**src/rtl/bcd2bin_seq_pkg.sv**
```systemverilog
// Shared constants and FSM state type for the sequential BCD-to-binary converter.
package bcd2bin_seq_pkg;

    localparam int unsigned ANCHO       = 8;
    localparam int unsigned NUM_DESPLAZ = 8;
    localparam int unsigned MAX_VALOR   = 255;
    localparam int unsigned DIG_W       = 4;
    localparam int unsigned BCD_W       = 10;

    typedef enum logic [1:0] {
        REPOSO   = 2'd0,
        DESPLAZA = 2'd1,
        FIN      = 2'd2
    } estado_t;

endpackage

```
**src/rtl/bcd2bin_seq_ajuste_bcd.sv**
```systemverilog
// Per-digit correction applied after each right shift: digits of 8 or more lose 3.
module ajuste_bcd
    import bcd2bin_seq_pkg::*;
(
    input  logic [DIG_W-1:0] digito,
    output logic [DIG_W-1:0] ajustado_c
);

    assign ajustado_c = (digito >= DIG_W'(8)) ? (digito - DIG_W'(3)) : digito;

endmodule

```
**src/rtl/bcd2bin_seq.sv**
```systemverilog
// Sequential 3-digit BCD to binary converter using right-shift double dabble,
// one shift per clock, with input range validation at request time.
module bcd2bin_seq #(
    parameter int unsigned ANCHO       = bcd2bin_seq_pkg::ANCHO,
    parameter int unsigned NUM_DESPLAZ = bcd2bin_seq_pkg::NUM_DESPLAZ
) (
    input  logic             reloj,
    input  logic             reset,
    input  logic [1:0]       hunds,
    input  logic [3:0]       tens,
    input  logic [3:0]       units,
    input  logic             inicio,
    output logic [ANCHO-1:0] salida,
    output logic             ocupado,
    output logic             listo,
    output logic             error
);

    import bcd2bin_seq_pkg::*;

    localparam int unsigned CNT_W = (NUM_DESPLAZ > 1) ? $clog2(NUM_DESPLAZ) : 1;

    estado_t          estado;
    logic [CNT_W-1:0] cnt;
    logic [BCD_W-1:0] bcd;
    logic [ANCHO-1:0] bin;
    logic             err_pend;

    logic [BCD_W-1:0] valor_c;
    logic             invalido_c;
    logic [BCD_W-1:0] bcd_sh_c;
    logic [ANCHO-1:0] bin_sh_c;
    logic [DIG_W-1:0] dec_aj_c;
    logic [DIG_W-1:0] uni_aj_c;
    logic [BCD_W-1:0] bcd_nxt_c;

    // Range check on the live input digits; only consumed on the accepting edge.
    assign valor_c    = BCD_W'(hunds) * BCD_W'(100) + BCD_W'(tens) * BCD_W'(10) + BCD_W'(units);
    assign invalido_c = (tens > 4'd9) || (units > 4'd9) || (hunds > 2'd2)
                        || (valor_c > BCD_W'(MAX_VALOR));

    assign bcd_sh_c = {1'b0, bcd[BCD_W-1:1]};
    assign bin_sh_c = {bcd[0], bin[ANCHO-1:1]};

    ajuste_bcd u_ajuste_dec (
        .digito     (bcd_sh_c[2*DIG_W-1:DIG_W]),
        .ajustado_c (dec_aj_c)
    );

    ajuste_bcd u_ajuste_uni (
        .digito     (bcd_sh_c[DIG_W-1:0]),
        .ajustado_c (uni_aj_c)
    );

    // The 2-bit hundreds field can never reach 8, so it shifts through uncorrected.
    assign bcd_nxt_c = {bcd_sh_c[BCD_W-1:2*DIG_W], dec_aj_c, uni_aj_c};

    always_ff @(posedge reloj or posedge reset) begin
        if (reset) begin
            estado   <= REPOSO;
            cnt      <= '0;
            bcd      <= '0;
            bin      <= '0;
            err_pend <= 1'b0;
            salida   <= '0;
            ocupado  <= 1'b0;
            listo    <= 1'b0;
            error    <= 1'b0;
        end else begin
            listo <= 1'b0;
            case (estado)
                REPOSO: begin
                    if (inicio) begin
                        cnt <= '0;
                        bin <= '0;
                        if (invalido_c) begin
                            err_pend <= 1'b1;
                            bcd      <= '0;
                            estado   <= FIN;
                        end else begin
                            err_pend <= 1'b0;
                            bcd      <= {hunds, tens, units};
                            ocupado  <= 1'b1;
                            estado   <= DESPLAZA;
                        end
                    end
                end
                DESPLAZA: begin
                    bcd <= bcd_nxt_c;
                    bin <= bin_sh_c;
                    if (cnt == CNT_W'(NUM_DESPLAZ - 1)) begin
                        cnt    <= '0;
                        estado <= FIN;
                    end else begin
                        cnt <= cnt + CNT_W'(1);
                    end
                end
                FIN: begin
                    salida  <= err_pend ? '0 : bin;
                    error   <= err_pend;
                    listo   <= 1'b1;
                    ocupado <= 1'b0;
                    estado  <= REPOSO;
                end
                default: begin
                    estado <= REPOSO;
                end
            endcase
        end
    end

endmodule

```
**config.mk**
```make
export PLATFORM = sky130hd
export DESIGN_NAME = bcd2bin_seq
export DESIGN_NICKNAME = d
export VERILOG_FILES = /design/src/rtl/bcd2bin_seq_pkg.sv /design/src/rtl/bcd2bin_seq_ajuste_bcd.sv /design/src/rtl/bcd2bin_seq.sv
export SDC_FILE = /design/constraint.sdc
export NUM_CORES = 1
export LEC_CHECK = 0
export CELL_PAD_IN_SITES_DETAIL_PLACEMENT = 0
export CELL_PAD_IN_SITES_GLOBAL_PLACEMENT = 1
export CORE_UTILIZATION = 44
export CTS_CLUSTER_SIZE = 30
export DETAILED_ROUTE_END_ITERATION = 10
export GPL_ROUTABILITY_DRIVEN = 0
export PLACE_DENSITY_LB_ADDON = 0.1
export SYNTH_ARGS = -nofsm -noshare
export SYNTH_HDL_FRONTEND = slang
export SYNTH_SLANG_ARGS = --single-unit
```
**constraint.sdc**
```tcl
create_clock -name reloj -period 1.88 [get_ports reloj]
set_clock_uncertainty 0.1 [all_clocks]
set_input_delay 0.376 -clock reloj [delete_from_list [all_inputs] [get_ports reloj]]
set_output_delay 0.376 -clock reloj [all_outputs]
set_load 0.05 [all_outputs]
```
==> impl_metrics.ini <==
[status]
outcome = complete, but fails checks
violations = setup timing

[logic_synthesis]
ys_warn_count = 0
synth_commonest_cells = dfrtp_1, ha_1, o21ai_0
yosysTopAreaCell = dfrtp_1
synthTopCellsByArea = dfrtp_1, ha_1, o21ai_0
synth.avg_cell_area_um2 = 10.68
synth_top_area_share = 0.4250
syn_nets = 232
ys.flop_type = dfrtp_1
synth_edf_count = 0
synthDistinctLibCells = 38
synthCells = 193
async_flop_share = 1.000
syn_area_mm2 = 0.002061
ys_seq_area_frac = 0.4250
synth.most_common_cell = dfrtp_1
ys_ff_latch = 35

[clock_network]
cts.sinks = 35
cts_max_level = 2
clk_pin_slew_ps = 70
cts_buffers = 5
cts_root_buf = clkbuf_8
cts_hold_buffers = 0
clockBufferDepth = 2
insertion_delay_ps = 280
cts_tree = done

[pwr]
clkPwrFrac = 0.183
power_switching_w = 0.001260
p_per_area_mw_per_mm2 = 1163
combinationalPowerShare = 0.448
p_seq_frac = 0.369
power.leakage_nw = 1.304
peakVddDrop_mv = 0.4043
switching_share = 0.3926
p_int_w = 0.001949

[final_layout]
multi_input_area_mm2 = 0.001261
drive_above_1_share = 0.3485
regArea_um2 = 875.8
nFillCells = 363
area_delta_synth_final_pct = 33.88
final_core_util = 0.6250
final_net_count = 279
insertedDiodeCount = 0
stdcell_count = 293

[flow_run]
maxCapViolCount = 0

[routing]
firstDrtPassIters = 4
via_count = 1622
ant_nets = 0
drt_wl_total_um = 4381
wl_per_cell_um = 14.95
drt_iter0_markers = 74
drc = 0
viasPerCell = 5.536

[die]
dieArea_mm2 = 0.004961
core_area_mm2 = 0.004414
die_w_um = 70.44
row_count = 24
chipHeight_um = 70.44
start_util = 0.4668
io_pins = 24

[worst_setup_path]
crit_type = in -> reg
start_kind = input pin
required_ps = 2000
cp_cell_sequence = buf_8, ha_4, ha_4, fa_2, xor2_2, ha_4, ha_4, a2111oi_2, and3_4, and3_4, a32o_2
critPathTopFamily = adder cells
crit_path_frequent_cell = ha_4
setup.worst_path.end_class = flop
max_stage_delay_ps = 360
path_max_fanout = 4
cpMaxStageDelayCell = a2111oi_2
crit_buf_inv = 1
arrival_ps = 2750

[grt]
grt_util_all_layers = 0.2011
grt_pass1_wl_um = 7824
grt_max_degree = 36
grt-ovfl-total = 0
antenna_found_initial = 0
first_global_vias = 1697

[placed_design]
place_inst = 281
hpwl_um = 3294
port_buffers = 23

[sta]
rsz0062_at_grt = true
worst_slack_ps = -746.6
setup_viol_count_final = 14
worst_pin_slew_ps = 532.2
finalMaxSlewViolations = 0
max-slew-margin-rel = 0.6452
hold_violations = 0
fin_crit_sh = 1.397
fin_crit_ps = 2627
hold_ws_ps = 378.7
fmax_mhz = 380.7
tns_ps = -9956

[worst_hold_path]
hold_class = reg -> reg
-- layout by cell type, fill, tap and decap left out, types with 3 or more instances in the layout --
master,n
a21oi_1,8
a22o_1,10
buf_4,36
clkbuf_8,7
clkdlybuf4s50_1,4
dfrtp_1,35
dlymetal6s2s_1,3
ha_1,15
ha_4,6
inv_1,12
nand2_1,9
nand2b_1,12
nor2_1,5
o2111ai_1,3
o21ai_0,17
o21ai_2,4
xnor2_1,3
-- metal layers --
layer	GRT usage	part of all wire	vias to the layer above
met5	0	0	-
met4	0.07111	0.013	0
met3	0.05051	0.024	6
met2	0.3439	0.53	22
met1	0.2437	0.43	817
li1	-	-	777
-- final timing paths --
check	from	end	slack, ps	depth (start not counted)
min	salida[5]	salida[5]	380	2
max	tens[1]	bcd[9]	-750	11
min reg2reg	salida[5]	salida[5]	380	2
min in group asynchronous	reset	bin[7]	410	3
max reg2reg	bcd[1]	bcd[2]	390	5
max in group asynchronous	reset	salida[2]	950	3
-- state kept, by name, indices dropped and copies added, names as in the netlist --
register,cells
salida,8
cnt,3
estado,2
listo,1
bcd,10
error,1
err_pend,1
bin,8
ocupado,1
-- power groups by stage --
stage          Sequential, W  Combinational, W  Clock (W)
5_1_grt              0.00122           0.00158   0.000635
2_1_floorplan        0.00121          0.000898          0
6_report             0.00118           0.00144   0.000587
3_5_place_dp         0.00119           0.00133          0
3_3_place_gp         0.00118           0.00128          0
4_1_cts              0.00118           0.00136   0.000599
-- worst register-to-register path, stage by stage, from the launching register on --
cell	delay [ps]
dfrtp_1	450
ha_1	220
nand2b_1	150
xnor2_1	130
a21oi_1	220
o22ai_2	100
-- stage by stage --
stage	power, W	area (um2)	setup slack, ps
final	0.003209	2759	-746.6
after global placement	0.002463	2537	-1562
after floorplan	0.002110	2141	-933.2
after CTS	0.003143	2664	-968.0
after global routing	0.003441	2759	-834.2
after detailed placement	0.002521	2537	-1655
-- cell type report --
type | count | area share
Clock buffer | 8 | 0.03628
Inverter | 14 | 0.01905
Multi-Input combinational cell | 135 | 0.4571
Sequential cell | 35 | 0.3175
Tap cell | 52 | 0.02358
Timing Repair Buffer | 49 | 0.1465
-- kinds of logic after synthesis --
logic type / share of synthesized area
adder cells (fa/ha/maj): 0.1724
AND/OR/NAND/NOR: 0.1154
buffers and inverters: 0.04311
multiplexers: 0.02064
AO/OA/AOI/OAI: 0.2022
XOR/XNOR: 0.02125
flip-flops: 0.4250
-- repair_timing --
action / 4_1_cts / 5_1_grt
pin swaps: 12 / 17
endpoints found under the setup margin: 14 / 14
resized for setup: 29 / 19
setup buffers: 1 / 3
No activity file was read; power rests on OpenSTA's default activity.
